## src/rtl/bitrev_perm_ctrl.sv

```systemverilog
// -----------------------------------------------------------------------------
// bitrev_perm_ctrl
//
// Address sequencer for an out-of-place bit-reversal permutation of one
// N = 2^LOGN coefficient polynomial. Natural-order reads are issued to the
// source bank. A fixed-latency delay line carries each read address forward,
// so the destination-bank write for coefficient i lands at bitrev(i) in the
// same cycle that the read data comes back. No coefficient data passes
// through this block.
//
// Parameters:
//   LOGN    log2 of polynomial length (address width), LOGN >= 2
//   RD_LAT  source read latency, rd_en to data valid, 1..8 cycles
//
// Ports:
//   clk      in   rising-edge clock
//   rst_n    in   asynchronous active-low reset
//   start    in   single-cycle request to begin a permutation (ignored while busy)
//   hold     in   pauses issue of new reads while high (ISSUE state only)
//   busy     out  high from the cycle after an accepted start until done
//   done     out  one-cycle pulse after the final write
//   rd_en    out  source-bank read enable
//   rd_addr  out  source-bank read address, natural order
//   wr_en    out  destination-bank write enable, aligned with read data
//   wr_addr  out  destination-bank write address, bitrev of matching rd_addr
// -----------------------------------------------------------------------------
module bitrev_perm_ctrl #(
  parameter int LOGN   = 10,
  parameter int RD_LAT = 2
) (
  input  logic            clk,
  input  logic            rst_n,
  input  logic            start,
  input  logic            hold,
  output logic            busy,
  output logic            done,
  output logic            rd_en,
  output logic [LOGN-1:0] rd_addr,
  output logic            wr_en,
  output logic [LOGN-1:0] wr_addr
);

  typedef enum logic [1:0] {
    ST_IDLE  = 2'd0,
    ST_ISSUE = 2'd1,
    ST_DRAIN = 2'd2,
    ST_DONE  = 2'd3
  } state_e;

  localparam logic [LOGN-1:0] LAST_ADDR = '1;

  state_e            state_q, state_d;
  logic [LOGN-1:0]   cnt_q, cnt_d;
  logic              busy_q, busy_d;
  logic              done_q, done_d;
  logic              rd_en_q, rd_en_d;
  logic [LOGN-1:0]   rd_addr_q, rd_addr_d;

  // Delay line: stage RD_LAT-1 is the write-side output register.
  logic [RD_LAT-1:0] vld_q;
  logic [LOGN-1:0]   addr_q [RD_LAT];
  logic [RD_LAT-1:0] vld_inner;
  logic              pending;

  function automatic logic [LOGN-1:0] bitrev(input logic [LOGN-1:0] a);
    logic [LOGN-1:0] r;
    for (int k = 0; k < LOGN; k++) begin
      r[k] = a[LOGN-1-k];
    end
    return r;
  endfunction

  // Anything that will still be valid in the delay line after the next shift.
  // The output stage is excluded: its entry is being written this cycle, so
  // once only it remains the run finishes one cycle after the last write.
  assign vld_inner = vld_q << 1;
  assign pending   = rd_en_q | (|vld_inner);

  always_comb begin
    state_d   = state_q;
    cnt_d     = cnt_q;
    rd_en_d   = 1'b0;
    rd_addr_d = rd_addr_q;
    case (state_q)
      ST_IDLE: begin
        if (start) state_d = ST_ISSUE;
      end
      ST_ISSUE: begin
        if (!hold) begin
          rd_en_d   = 1'b1;
          rd_addr_d = cnt_q;
          cnt_d     = cnt_q + 1'b1;  // wraps to 0 on the final issue
          if (cnt_q == LAST_ADDR) state_d = ST_DRAIN;
        end
      end
      ST_DRAIN: begin
        if (!pending) state_d = ST_DONE;
      end
      ST_DONE: begin
        state_d = ST_IDLE;
      end
      default: begin
        state_d = ST_IDLE;
      end
    endcase
    busy_d = (state_d == ST_ISSUE) || (state_d == ST_DRAIN);
    done_d = (state_d == ST_DONE);
  end

  always_ff @(posedge clk or negedge rst_n) begin
    if (!rst_n) begin
      state_q   <= ST_IDLE;
      cnt_q     <= '0;
      busy_q    <= 1'b0;
      done_q    <= 1'b0;
      rd_en_q   <= 1'b0;
      rd_addr_q <= '0;
    end else begin
      state_q   <= state_d;
      cnt_q     <= cnt_d;
      busy_q    <= busy_d;
      done_q    <= done_d;
      rd_en_q   <= rd_en_d;
      rd_addr_q <= rd_addr_d;
    end
  end

  // The delay line shifts every cycle regardless of hold: memory latency is
  // fixed, so a stall here would misalign writes from their read data.
  // The address is reversed on entry; reversal is pure wiring.
  always_ff @(posedge clk or negedge rst_n) begin
    if (!rst_n) begin
      vld_q <= '0;
      for (int i = 0; i < RD_LAT; i++) begin
        addr_q[i] <= '0;
      end
    end else begin
      vld_q[0]  <= rd_en_q;
      addr_q[0] <= bitrev(rd_addr_q);
      for (int i = 1; i < RD_LAT; i++) begin
        vld_q[i]  <= vld_q[i-1];
        addr_q[i] <= addr_q[i-1];
      end
    end
  end

  assign busy    = busy_q;
  assign done    = done_q;
  assign rd_en   = rd_en_q;
  assign rd_addr = rd_addr_q;
  assign wr_en   = vld_q[RD_LAT-1];
  assign wr_addr = addr_q[RD_LAT-1];

endmodule

```

## config.mk

```make
export PLATFORM = sky130hd
export DESIGN_NAME = bitrev_perm_ctrl
export DESIGN_NICKNAME = d
export VERILOG_FILES = /design/src/rtl/bitrev_perm_ctrl.sv
export SDC_FILE = /design/constraint.sdc
export NUM_CORES = 1
export LEC_CHECK = 0
export BUFFER_PORTS_ARGS = -buffer_cell sky130_fd_sc_hd__buf_4
export CELL_PAD_IN_SITES_DETAIL_PLACEMENT = 0
export CELL_PAD_IN_SITES_GLOBAL_PLACEMENT = 1
export CORE_ASPECT_RATIO = 0.75
export CORE_MARGIN = 4
export CORE_UTILIZATION = 35
export CTS_CLUSTER_SIZE = 14
export DETAILED_ROUTE_END_ITERATION = 16
export PLACE_DENSITY = 0.73
export SLEW_MARGIN = 20
export SYNTH_ARGS = -nofsm -noshare
export SYNTH_HDL_FRONTEND = slang
export SYNTH_SLANG_ARGS = --single-unit
```

## constraint.sdc

```tcl
create_clock -name clk -period 2.21 [get_ports clk]
set_input_delay 0.442 -clock clk [delete_from_list [all_inputs] [get_ports clk]]
set_output_delay 0.442 -clock clk [all_outputs]
set_load 0.01 [all_outputs]
```

== Word-level counts from Yosys, hierarchy flattened ==
Index checks and enable logic that the tools add are counted.

* Output and inout bits: 24
* Register bits after elaboration: 47
* Input bits: 4

* Add/subtract/negate cells: 1
* Bitwise logic cells: 2
* Muxes and demuxes: 7
* Equality and inequality tests: 7
* Reduce and logical (&&, ||, !) cells: 3

{| class="wikitable"
|+ Operators with widths
! kind !! count
|-
| $add 10x1->10 const B || 1
|-
| $eq 10x10->1 const B || 1
|-
| $eq 2x2->1 const B || 4
|-
| $mux 2 || 4
|-
| $pmux 2 s4 || 1
|-
| $eq 2x1->1 const B || 2
|-
| $logic_not 2->1 || 1
|-
| $mux 1 || 2
|-
| $reduce_and 2->1 || 1
|-
| $logic_or 1x1->1 || 1
|-
| $not 1->1 || 1
|-
| $or 1x1->1 || 1
|}

== Longest topological paths before layout ==
Gate-level depths: netlist of run 1.

* Depth after elaboration: 6
* Depth in mapped cells: 5
* Mapped depth without buffers: 5

== Worst setup path after synthesis of run 1 ==
No wires, ideal clock.

* Kind: reg-to-reg
* From: register cnt_q[0]
* To: register busy_q, in the netlist busy
* Path buffers: 0
* Setup time: 126 ps
* Cell stages (with the launch flop): 6
* Arrival: 1495 ps
* Period minus slack after synthesis: 1621 ps
* Required time: 2084 ps
* Path slack: 589 ps
* Cell sequence: dfrtp_1 > ha_1 > nand4b_1 > or4_4 > o21ai_1 > ha_1

* Longest elaborated chain between the ends: 6
* Elaborated cells on any way between the ends: 7

{| class="wikitable"
|+ Ends and longest elaborated chain
! what !! line !! text
|-
| start, declared || 53 || <nowiki>logic [LOGN-1:0] cnt_q, cnt_d;</nowiki>
|-
| start signal, assigned || 120 || <nowiki>cnt_q <= cnt_d;</nowiki>
|-
| $eq 10x10->1 * || 93 || <nowiki>if (cnt_q == LAST_ADDR) state_d = ST_DRAIN;</nowiki>
|-
| $mux 2 * || 93 ||
|-
| $mux 2 * || 89 || <nowiki>if (!hold) begin</nowiki>
|-
| $pmux 2 s4 * || 84 || <nowiki>case (state_q)</nowiki>
|-
| $eq 2x1->1 / $eq 2x2->1 (equally long branches) || 106 || <nowiki>busy_d = (state_d == ST_ISSUE) || (state_d == ST_DRAIN);</nowiki>
|-
| $logic_or 1x1->1 * || 106 ||
|-
| via busy_d || 54 || <nowiki>logic busy_q, busy_d;</nowiki>
|-
| end signal, assigned || 121 || <nowiki>busy_q <= busy_d;</nowiki>
|-
| end, declared || 54 ||
|}

Mark *: on every way through the listed nets, which the timed path passes. The rest lies on a longest branch.
A chain may end at the register's enable or synchronous reset.

== Worst setup path in the final report of run 1 ==
Same ends and word-level chain as after synthesis.

==> out/metrics.yaml, run 1 <==
sta:
  unrepaired_setup_endpoints_after_global_routing: "false"
  layout_min_cycle_time_ps: 1780
  slew-limit-headroom_pct: 62.6
  count_of_final_setup_violators: 0
  timing.clock.skew_ps: 3.51
  fin_crit_sh_pct: 80.7
  hold_violations: 0
  achievable-frequency_ghz: 0.561
  worst-slew-pin-transition_ps: 561
  number_of_pins_with_negative_max_slew_slack_in_the_final_report: 0
  final.setup.tns_ps: 0
logic_synthesis:
  synthesis.instances: 108
  post_synth_and_or_nand_nor_area_fraction_pct: 9.06
  mappedNetlistNets: 114
  yosys.area_share.adder_pct: 1.50
  post_synth_xor_area_fraction_pct: 4.72
  yosys-mux-area-fraction_pct: 7.34
  yosysWarnings: 0
  synthDistinctLibCells: 26
  synth-edff-count: 0
  area_contributors_post_synth: "sky130_fd_sc_hd__dfrtp_1, sky130_fd_sc_hd__mux2_2, sky130_fd_sc_hd__buf_4"
  area_fraction_in_compound_gates_after_synthesis_pct: 1.42
  synth_area_um2: 1670
  ys_seq_elements: 47
  yosysSeqAreaShare_pct: 70.4
  fraction_of_synthesis_flops_using_an_asynchronous_set_or_reset_pin_pct: 100
  synth.largest_area_cell: "sky130_fd_sc_hd__dfrtp_1"
  synth_top_family_by_area: "simple AND/OR/NAND/NOR gates"
  synth_flop_cell: "sky130_fd_sc_hd__dfrtp_1"
  synth_area_per_cell_um2: 15.5
  synth.top_cell.area_share_pct: 70.4
hold_path:
  timing.hold.worst.class: "in2async"
clocking:
  clock_tree.htree_level_count: 2
  max_buffers_root_to_sink: 2
  clock_tree_from_tritoncts: "done"
  numCtsBuffers: 5
  cts.repair_timing.setup_buffer_count: 0
  post_cts.resized_instances: 0
  worst_setup_hold_path_clk_slew_ps: 80
  clock-sinks: 47
  cts.root.buffer_cell: "sky130_fd_sc_hd__clkbuf_8"
  clk-insertion-delay-late_ps: 290
  cts.hold.buffers_added: 0
power:
  internal-power_mw: 1.66
  vdd.ir_drop.worst_v: 0.000478
  comb_power_share_pct: 19.6
  totalPowerFinal_mw: 2.24
  clock_power_share_pct: 25.9
  sw_frac_of_total_pct: 25.7
  p_switching_mw: 0.577
  seq_power_share_pct: 54.4
  power.static_leakage_nw: 0.941
  power.density_cell_area_nw_per_um2: 1140
critical_path:
  timing.critical_path.arrival_ps: 1960
  critPathLaunchType: "flop"
  critPathKind: "reg2reg"
  setup.worst_path.end_class: "flop"
  critPathRequiredTime_ps: 2380
  critical_path.reg2reg.startpoint: "cnt_q[0]"
  reg2reg_depth: 5
  r2r_slack_ps: 430
  crit_path_max_fo: 5
  r2r-end: "busy"
status:
  status: "finished clean"
die:
  io-pin-count: 28
  number_of_cell_rows: 21
  initial_utilization_pct: 36.8
  die_area_um2: 5960
  die_w_um: 87.8
  die_height_um: 67.9
  coreArea_um2: 4550
routing:
  via_count: 842
  aggregate_routed_wire_length_um: 2350
  first_pass_drt_iterations: 3
  detail-route-antenna-nets: 0
  detail_route.vias_per_cell: 4.46
  number_of_remaining_drc_errors: 0
  post_drt_wl_per_cell_um: 12.4
  iteration_0_drc_count_of_the_detailed_router: 23
global_routing:
  grt_usage_pct: 8.89
  grt_antenna_before_repair: 0
  grt_pass1_wl_um: 3820
  pin_count_of_the_biggest_net_entering_global_routing: 48
  first_global_vias: 820
  overflow: 0
placement:
  place.gp.congestion: 0.729
  numPortBuffers: 27
  place.detailed.hpwl_um: 1670
final_layout:
  multi_input_area_um2: 402
  num_antenna_cells: 0
  register_area_um2: 1180
  filler_cell_count_in_the_final_layout: 416
  synthToLayoutAreaGrowth_pct: 18.0
  finalNetCount: 138
  layout_cells_sized_above_1_pct: 37.9
job:
  timing.max_cap.violations: 0
-- power by group through the flow --
stage	clock network [mW]	logic (mW)	registers, mW
final	0.581	0.440	1.22
after global routing	0.631	0.482	1.26
after CTS	0.604	0.453	1.23
after detailed placement	0	0.450	1.24
after global placement	0	0.447	1.23
after floorplan	0	0.272	1.24
-- how the worst max path moves through the flow --
stage / cells past startpoint / slack, ps / end / from
after floorplan: 5 / 590 / busy / cnt_q[0]
after global placement: 5 / 400 / busy / hold
after detailed placement: 5 / 370 / busy / hold
after CTS: 5 / 420 / busy / cnt_q[0]
after global routing: 5 / 340 / busy / cnt_q[0]
final: 5 / 430 / busy / cnt_q[0]
-- cells by family after synthesis --
family,after synthesis
flip-flops,47
adder cells (fa/ha/maj),2
AO/OA/AOI/OAI,4
XOR/XNOR,9
multiplexers,11
buffers and inverters,14
AND/OR/NAND/NOR,21
-- flip-flops by register name, summed over array words and instances, names as in the netlist --
register and count:
addr_q 10, busy 1, cnt_q 10, done 1, rd_addr 10, rd_en 1, state_q 2, vld_q 2
wr_addr 10
-- placed cells by master (no fill, tap or decap), types with 2 or more instances in the layout --
cell type,netlist,layout
sky130_fd_sc_hd__clkbuf_8,0,5
sky130_fd_sc_hd__nand2_1,3,3
sky130_fd_sc_hd__nor3_1,2,2
sky130_fd_sc_hd__nand2b_1,2,2
sky130_fd_sc_hd__nand3_1,2,2
sky130_fd_sc_hd__ha_1,2,2
sky130_fd_sc_hd__nor2_1,2,2
sky130_fd_sc_hd__inv_1,3,3
sky130_fd_sc_hd__xor2_1,3,3
sky130_fd_sc_hd__buf_4,11,28
sky130_fd_sc_hd__o21ai_1,2,2
sky130_fd_sc_hd__dfrtp_1,47,47
sky130_fd_sc_hd__xnor2_1,6,6
sky130_fd_sc_hd__mux2_2,10,10
-- stage by stage --
step | cells | cell area [um^2] | util, % | setup slack (ps) | hold WS (ps)
floorplan | 108 | 1670 | - | 589 | 146
global placement | 182 | 1870 | 41.2 | 395 | 332
detailed placement | 182 | 1870 | 41.2 | 369 | 336
CTS | 189 | 1970 | 43.4 | 421 | 161
global route | 189 | 1970 | 43.4 | 336 | 190
finish | 189 | 1970 | 43.4 | 427 | 145
-- critical path: stages, from the launching register on --
cell	delay, ps
sky130_fd_sc_hd__dfrtp_1	410
sky130_fd_sc_hd__ha_1	190
sky130_fd_sc_hd__nand4b_1	200
sky130_fd_sc_hd__or4_4	480
sky130_fd_sc_hd__o21ai_1	160
sky130_fd_sc_hd__ha_1	240
-- synthesized netlist by cell type (2+ instances only) --
cell and number:
sky130_fd_sc_hd__buf_4 11, sky130_fd_sc_hd__dfrtp_1 47, sky130_fd_sc_hd__ha_1 2, sky130_fd_sc_hd__inv_1 3
sky130_fd_sc_hd__mux2_2 10, sky130_fd_sc_hd__nand2_1 3, sky130_fd_sc_hd__nand2b_1 2, sky130_fd_sc_hd__nand3_1 2
sky130_fd_sc_hd__nor2_1 2, sky130_fd_sc_hd__nor3_1 2, sky130_fd_sc_hd__o21ai_1 2, sky130_fd_sc_hd__xnor2_1 6
sky130_fd_sc_hd__xor2_1 3
-- per-layer routing --
layer  vias up  part of all wire [%]  global-route usage (%)
met5         -                     0                       0
met4         0                   2.6                    5.75
met3         6                   7.3                    4.09
met2        22                    45                    13.3
met1       413                    45                    10.4
li1        401                     -                       -
-- area by class of cell --
class / count / area share [%]
Sequential cell: 47 / 59.6
Multi-Input combinational cell: 47 / 20.4
Timing Repair Buffer: 28 / 10.7
Clock buffer: 6 / 3.68
Tap cell: 57 / 3.61
Clock inverter: 1 / 1.52
Inverter: 3 / 0.571
Power figures use the tool's default switching activity.
==> run 2: changes to the inputs <==
--- a/config.mk
+++ b/config.mk
@@ -5,6 +5,7 @@
 export SDC_FILE = /design/constraint.sdc
 export NUM_CORES = 1
 export LEC_CHECK = 0
+export ABC_AREA = 1
 export BUFFER_PORTS_ARGS = -buffer_cell sky130_fd_sc_hd__buf_4
 export CELL_PAD_IN_SITES_DETAIL_PLACEMENT = 0
 export CELL_PAD_IN_SITES_GLOBAL_PLACEMENT = 1
@@ -13,7 +14,7 @@
 export CORE_UTILIZATION = 35
 export CTS_CLUSTER_SIZE = 14
 export DETAILED_ROUTE_END_ITERATION = 16
-export PLACE_DENSITY = 0.73
+export PLACE_DENSITY = 0.75
 export SLEW_MARGIN = 20
 export SYNTH_ARGS = -nofsm -noshare
 export SYNTH_HDL_FRONTEND = slang
==> constraint.sdc (replaced) <==
create_clock -name clk -period 1.76 [get_ports clk]
set_input_delay 0.352 -clock clk [delete_from_list [all_inputs] [get_ports clk]]
set_output_delay 0.352 -clock clk [all_outputs]
set_load 0.01 [all_outputs]
==> out/metrics.yaml, run 2 <==
final_layout:
  mostFrequentLayoutCells: "sky130_fd_sc_hd__dfrtp_1, sky130_fd_sc_hd__nand2_1, sky130_fd_sc_hd__buf_4, sky130_fd_sc_hd__inv_1, sky130_fd_sc_hd__o21ai_2"
  most_frequent_standard_cell_in_the_layout_excluding_fill_and_tap_cells: "sky130_fd_sc_hd__dfrtp_1"
  finalInstanceArea_um2: 2070  # +5.1%
  final_core_util_pct: 42.1  # -1.3 points
  synthToLayoutAreaGrowth_pct: 16.0
  num_antenna_cells: 0  # unchanged
  finalNetCount: 186  # +35%
  layout_cells_sized_above_1_pct: 30.9  # -6.9 points
logic_synthesis:
  synthesis.instances: 157  # +45%
  synth-edff-count: 0  # unchanged
  post-synth-top-count-cell: "sky130_fd_sc_hd__dfrtp_1"
  synth.top_cell.area_share_pct: 65.8  # -4.5 points
  synth.cells.most_frequent: "sky130_fd_sc_hd__dfrtp_1, sky130_fd_sc_hd__nand2_1, sky130_fd_sc_hd__inv_1, sky130_fd_sc_hd__o21ai_2, sky130_fd_sc_hd__buf_4"
  area_contributors_post_synth: "sky130_fd_sc_hd__dfrtp_1, sky130_fd_sc_hd__nand2_1, sky130_fd_sc_hd__o21ai_2"
  synth_area_um2: 1790  # +6.9%
  yosysWarnings: 0  # unchanged
  synth_flop_cell: "sky130_fd_sc_hd__dfrtp_1"
  synth.largest_area_cell: "sky130_fd_sc_hd__dfrtp_1"
  yosysSeqAreaShare_pct: 65.8  # -4.5 points
  ys_seq_elements: 47  # unchanged
  mappedNetlistNets: 163  # +43%
  fraction_of_synthesis_flops_using_an_asynchronous_set_or_reset_pin_pct: 100  # unchanged
  synthDistinctLibCells: 23  # -12%
  synth_area_per_cell_um2: 11.4  # -26%
clocking:
  max_buffers_root_to_sink: 2  # unchanged
  cts.root.buffer_cell: "sky130_fd_sc_hd__clkbuf_8"
  post_cts.resized_instances: 0  # unchanged
  worst_setup_hold_path_clk_slew_ps: 90  # about the same
  clock_tree.htree_level_count: 2  # unchanged
  clock-sinks: 47  # unchanged
  clock_tree_from_tritoncts: "done"
  cts.hold.buffers_added: 0  # unchanged
  cts.repair_timing.setup_buffer_count: 0  # unchanged
  numCtsBuffers: 5  # unchanged
  clk-insertion-delay-late_ps: 300  # about the same
global_routing:
  grt_pass1_wl_um: 4820  # +26%
  first_global_vias: 1043  # +27%
  overflow: 0  # unchanged
  pin_count_of_the_biggest_net_entering_global_routing: 48  # unchanged
  grt_usage_pct: 9.57  # +0.68 points
  grt_antenna_before_repair: 0  # unchanged
power:
  sw_frac_of_total_pct: 32.5  # +6.7 points
  power.density_cell_area_nw_per_um2: 1530  # +35%
  comb_power_share_pct: 27.3  # +7.7 points
  power.static_leakage_nw: 1.03  # +9.7%
  seq_power_share_pct: 51.7  # -2.7 points
  p_switching_mw: 1.03  # +79%
  clock_power_share_pct: 21.0  # -4.9 points
  vdd.ir_drop.worst_v: 0.000362  # -24%
  internal-power_mw: 2.15  # +29%
  totalPowerFinal_mw: 3.18  # +42%
routing:
  iteration_0_drc_count_of_the_detailed_router: 52  # +130%
  number_of_remaining_drc_errors: 0  # unchanged
  aggregate_routed_wire_length_um: 2720  # +16%
  via_count: 1028  # +22%
  detail_route.vias_per_cell: 4.27  # -4.3%
  post_drt_wl_per_cell_um: 11.3  # -9.0%
  first_pass_drt_iterations: 4  # +1
  detail-route-antenna-nets: 0  # unchanged
die:
  die_area_um2: 6320  # +6.2%
  coreArea_um2: 4930  # +8.4%
  number_of_cell_rows: 22  # +4.8%
  die_w_um: 90.5  # +3.1%
  die_height_um: 69.9  # +3.0%
  io-pin-count: 28  # unchanged
  initial_utilization_pct: 36.3  # -0.51 points
critical_path:
  r2r-end: "busy"
  critPathRequiredTime_ps: 1940  # -440 ps
  critical_path.reg2reg.startpoint: "cnt_q[1]"
  timing.critical_path.to: "busy"
  timing.critical_path.arrival_ps: 1580  # -380 ps
  r2r_slack_ps: 360  # -60 ps
  crit_start: "cnt_q[1]"
  setup.worst_path.end_class: "flop"
  critPathKind: "reg2reg"
  reg2reg_depth: 7  # +2
  critPathLaunchType: "flop"
  crit_path_max_fo: 4  # -1
placement:
  numPortBuffers: 27  # unchanged
  placement.setup.worst_slack_ps: 356  # -12.5 ps
  place.detailed.hpwl_um: 1960  # +18%
  placement.cell_area_um2: 1970  # +5.6%
  place.gp.congestion: 0.750  # +2.9%
sta:
  fin_crit_sh_pct: 79.3  # -1.4 points
  final.setup.tns_ps: 0  # unchanged
  layout_min_cycle_time_ps: 1400  # -388 ps
  finalWorstSetupSlack_ps: 364  # -62.3 ps
  hold_violations: 0  # unchanged
  timing.clock.skew_ps: 8.80  # +5.29 ps
  worst-slew-pin-transition_ps: 569  # +8.44 ps
  count_of_final_setup_violators: 0  # unchanged
  slew-limit-headroom_pct: 62.0  # -0.56 points
  unrepaired_setup_endpoints_after_global_routing: "false"
  number_of_pins_with_negative_max_slew_slack_in_the_final_report: 0  # unchanged
  achievable-frequency_ghz: 0.717  # +28%
job:
  timing.max_cap.violations: 0  # unchanged
status:
  status: "finished clean"
hold_path:
  timing.hold.worst.class: "in2async"
[run 2: power by group through the flow]
stage	logic (mW)	registers (mW)	clock network, mW
global placement	0.880	1.66	0
floorplan	0.587	1.65	0
global route	0.979	1.69	0.729
finish	0.867	1.64	0.668
detailed placement	0.890	1.67	0
CTS	0.890	1.65	0.686
[run 2: cell type report]
| type | count | area (um^2) |
|---|---|---|
| repair buffers | 28 | 210 |
| clock buffers | 6 | 82.6 |
| well taps | 60 | 75.1 |
| clock inverters | 2 | 16.3 |
| inverters | 17 | 65.1 |
| fillers | 495 | 2850 |
| multi-input cells | 81 | 448 |
| flip-flops and latches | 47 | 1180 |
[run 2: worst min-delay path by stage]
stage                          start          to  slack [ps]
after floorplan                rst_n  addr_q[10]          60
after global placement    addr_q[15]  wr_addr[5]         330
after detailed placement  addr_q[11]  wr_addr[1]         330
after CTS                      rst_n  wr_addr[6]          60
after global routing           rst_n  wr_addr[6]          90
final                          rst_n  wr_addr[6]          40
[run 2: kinds of logic (layout without fill, tap and decap cells)]
group / Yosys count / in the layout / synth area share (%)
buffers and inverters: 29 / 53 / 9.10
adders and majority gates: 2 / 2 / 1.40
AOI/OAI and AO/OA: 15 / 15 / 6.72
and+or+nand+nor: 60 / 60 / 15.0
xor gates and xnor gates: 4 / 4 / 1.96
DFF: 47 / 47 / 65.8
[run 2: through the flow]
| step | hold WS (ps) | instances |
|---|---|---|
| 2_1_floorplan | 56.4 | 157 |
| 3_3_place_gp | 332 | 233 |
| 3_5_place_dp | 335 | 233 |
| 4_1_cts | 59.8 | 241 |
| 5_1_grt | 88.7 | 241 |
| 6_report | 41.4 | 241 |
[run 2: layer usage]
| layer | track usage (%) | part of all wire [%] | up-vias |
|---|---|---|---|
| met5 | 0 | 0 | - |
| met4 | 5.43 | 2.2 | 0 |
| met3 | 2.69 | 3.7 | 6 |
| met2 | 14.5 | 45 | 21 |
| met1 | 12.4 | 50 | 478 |
| li1 | - | - | 523 |
[run 2: worst max-delay path, stage by stage (launching register included)]
cell and delay, ps:
sky130_fd_sc_hd__dfrtp_1 380, sky130_fd_sc_hd__ha_1 190, sky130_fd_sc_hd__nand2_1 80, sky130_fd_sc_hd__inv_1 120
sky130_fd_sc_hd__nand4_1 110, sky130_fd_sc_hd__nand2_1 70, sky130_fd_sc_hd__nand2_1 60, sky130_fd_sc_hd__ha_1 290
==> run 3: changes to the inputs <==
==> constraint.sdc (replaced) <==
create_clock -name clk -period 1.5 [get_ports clk]
set_input_delay 0.3 -clock clk [delete_from_list [all_inputs] [get_ports clk]]
set_output_delay 0.3 -clock clk [all_outputs]
set_load 0.01 [all_outputs]
==> out/metrics.yaml, run 3 (synthesis gave the netlist of run 2 again) <==
final_layout:
  finalNetCount: 187  # +0.54%
  synthToLayoutAreaGrowth_pct: 15.5
  layout_cells_sized_above_1_pct: 31.5  # +0.55 points
  mostFrequentLayoutCells: "sky130_fd_sc_hd__dfrtp_1, sky130_fd_sc_hd__nand2_1, sky130_fd_sc_hd__buf_4, sky130_fd_sc_hd__inv_1, sky130_fd_sc_hd__o21ai_2"
  most_frequent_standard_cell_in_the_layout_excluding_fill_and_tap_cells: "sky130_fd_sc_hd__dfrtp_1"
  final_core_util_pct: 41.9  # -0.18 points
  filler_cell_count_in_the_final_layout: 487  # -1.6%
  fin_cells: 241  # unchanged
  num_antenna_cells: 0  # unchanged
clocking:
  cts.repair_timing.setup_buffer_count: 0  # unchanged
  clock-sinks: 47  # unchanged
  clock_tree.htree_level_count: 2  # unchanged
  cts.hold.buffers_added: 0  # unchanged
  clk-insertion-delay-late_ps: 290  # about the same
  clock_tree_from_tritoncts: "done"
  numCtsBuffers: 5  # unchanged
  cts.root.buffer_cell: "sky130_fd_sc_hd__clkbuf_8"
  worst_setup_hold_path_clk_slew_ps: 80  # about the same
  max_buffers_root_to_sink: 2  # unchanged
  post_cts.resized_instances: 0  # unchanged
die:
  number_of_cell_rows: 22  # unchanged
  die_area_um2: 6320  # unchanged
  die_w_um: 90.5  # unchanged
  die_height_um: 69.9  # unchanged
  io-pin-count: 28  # unchanged
  coreArea_um2: 4930  # unchanged
  initial_utilization_pct: 36.3  # unchanged
routing:
  via_count: 1053  # +2.4%
  first_pass_drt_iterations: 4  # unchanged
  post_drt_wl_per_cell_um: 11.6  # +2.5%
  aggregate_routed_wire_length_um: 2790  # +2.5%
  number_of_remaining_drc_errors: 0  # unchanged
  detail_route.vias_per_cell: 4.37  # +2.4%
  detail-route-antenna-nets: 0  # unchanged
  iteration_0_drc_count_of_the_detailed_router: 55  # +5.8%
global_routing:
  grt_usage_pct: 9.92  # +0.35 points
  first_global_vias: 1034  # -0.86%
  pin_count_of_the_biggest_net_entering_global_routing: 48  # unchanged
  grt_antenna_before_repair: 0  # unchanged
  grt_pass1_wl_um: 4970  # +3.0%
  overflow: 0  # unchanged
power:
  totalPowerFinal_mw: 3.68  # +16%
  power.density_cell_area_nw_per_um2: 1780  # +16%
  power.static_leakage_nw: 1.03  # about the same
  vdd.ir_drop.worst_v: 0.000403  # +11%
critical_path:
  crit_path_max_fo: 4  # unchanged
  critPathRequiredTime_ps: 1690  # -250 ps
  critPathKind: "reg2reg"
  timing.critical_path.arrival_ps: 1550  # -30 ps
  critPathLaunchType: "flop"
  setup.worst_path.end_class: "flop"
status:
  failed_checks: "negative hold slack"
  status: "finished, violations left"
placement:
  numPortBuffers: 27  # unchanged
  place.gp.congestion: 0.768  # +2.4%
  place.detailed.hpwl_um: 1990  # +1.3%
  dp.cells: 234  # +0.43%
sta:
  achievable-frequency_ghz: 0.731  # +2.0%
  number_of_pins_with_negative_max_slew_slack_in_the_final_report: 0  # unchanged
  fin_crit_sh_pct: 91.2  # +12 points
  hold_ws_ps: -2.63  # -44.0 ps
  layout_min_cycle_time_ps: 1370  # -27.1 ps
  unrepaired_setup_endpoints_after_global_routing: "false"
  count_of_final_setup_violators: 0  # unchanged
  worst-slew-pin-transition_ps: 554  # -15.7 ps
  hold_violations: 11  # +11
  slew-limit-headroom_pct: 63.1  # +1.0 points
  timing.clock.skew_ps: 3.57  # -5.23 ps
  final.setup.tns_ps: 0  # unchanged
hold_path:
  timing.hold.worst.class: "in2async"
job:
  timing.max_cap.violations: 0  # unchanged
-- run 3: cell count changes in the layout (fill, tap and decap cells not counted), sizes merged --
cell      previous run  this run
clkinv               2         3
clkinvlp             1         0
buf                 28        29
clkbuf               6         5
-- run 3: path summary, 6_finish.rpt --
kind	slack, ps	cells past startpoint	start	endpoint
worst max register to register	130	7	cnt_q[0]	busy
max in group asynchronous	1130	1	rst_n	rd_addr[1]
worst min register to register	350	0	addr_q[15]	wr_addr[5]
worst min-delay path	-3	1	rst_n	cnt_q[5]
min in group clk	250	3	start	state_q[0]
worst max-delay path	130	7	cnt_q[0]	busy
-- run 3: area by class of cell --
class                   instances  area (um^2)  area share (%)
flip-flops and latches         47         1180            57.0
clock inverters                 2         13.8           0.667
inverters                      17         65.1            3.15
clock buffers                   5         68.8            3.33
repair buffers                 29          218            10.5
multi-input cells              81          448            21.7
well taps                      60         75.1            3.64
-- run 3: critical path: stages, from the launching register on --
cell and delay [ps]:
sky130_fd_sc_hd__dfrtp_1 370, sky130_fd_sc_hd__ha_1 180, sky130_fd_sc_hd__nand2_1 100, sky130_fd_sc_hd__inv_2 90
sky130_fd_sc_hd__nand4_1 100, sky130_fd_sc_hd__nand2_1 70, sky130_fd_sc_hd__nand2_1 60, sky130_fd_sc_hd__ha_1 280
-- run 3: layer usage --
metal	global-route usage [%]	part of all wire, %	up-vias
li1	-	-	523
met1	12.7	48	505
met2	14.7	47	23
met3	3.98	4.0	2
met4	4.58	1.3	0
met5	0	0	-
-- run 3: per-stage QoR --
step                hold WS [ps]  instance area, um^2  worst slack [ps]
CTS                         12.1                 2060              91.1
floorplan                   4.41                 1790               200
detailed placement           335                 1980               102
global placement             332                 1980               127
finish                     -2.63                 2060               132
global route                30.4                 2060              11.7
-- run 3: report_power, final --
group          leakage [nW]  switching, mW  internal, mW
Combinational         0.423          0.576         0.468
Clock                0.0440          0.399         0.319
Sequential            0.565          0.232          1.68
Total                  1.03           1.21          2.47
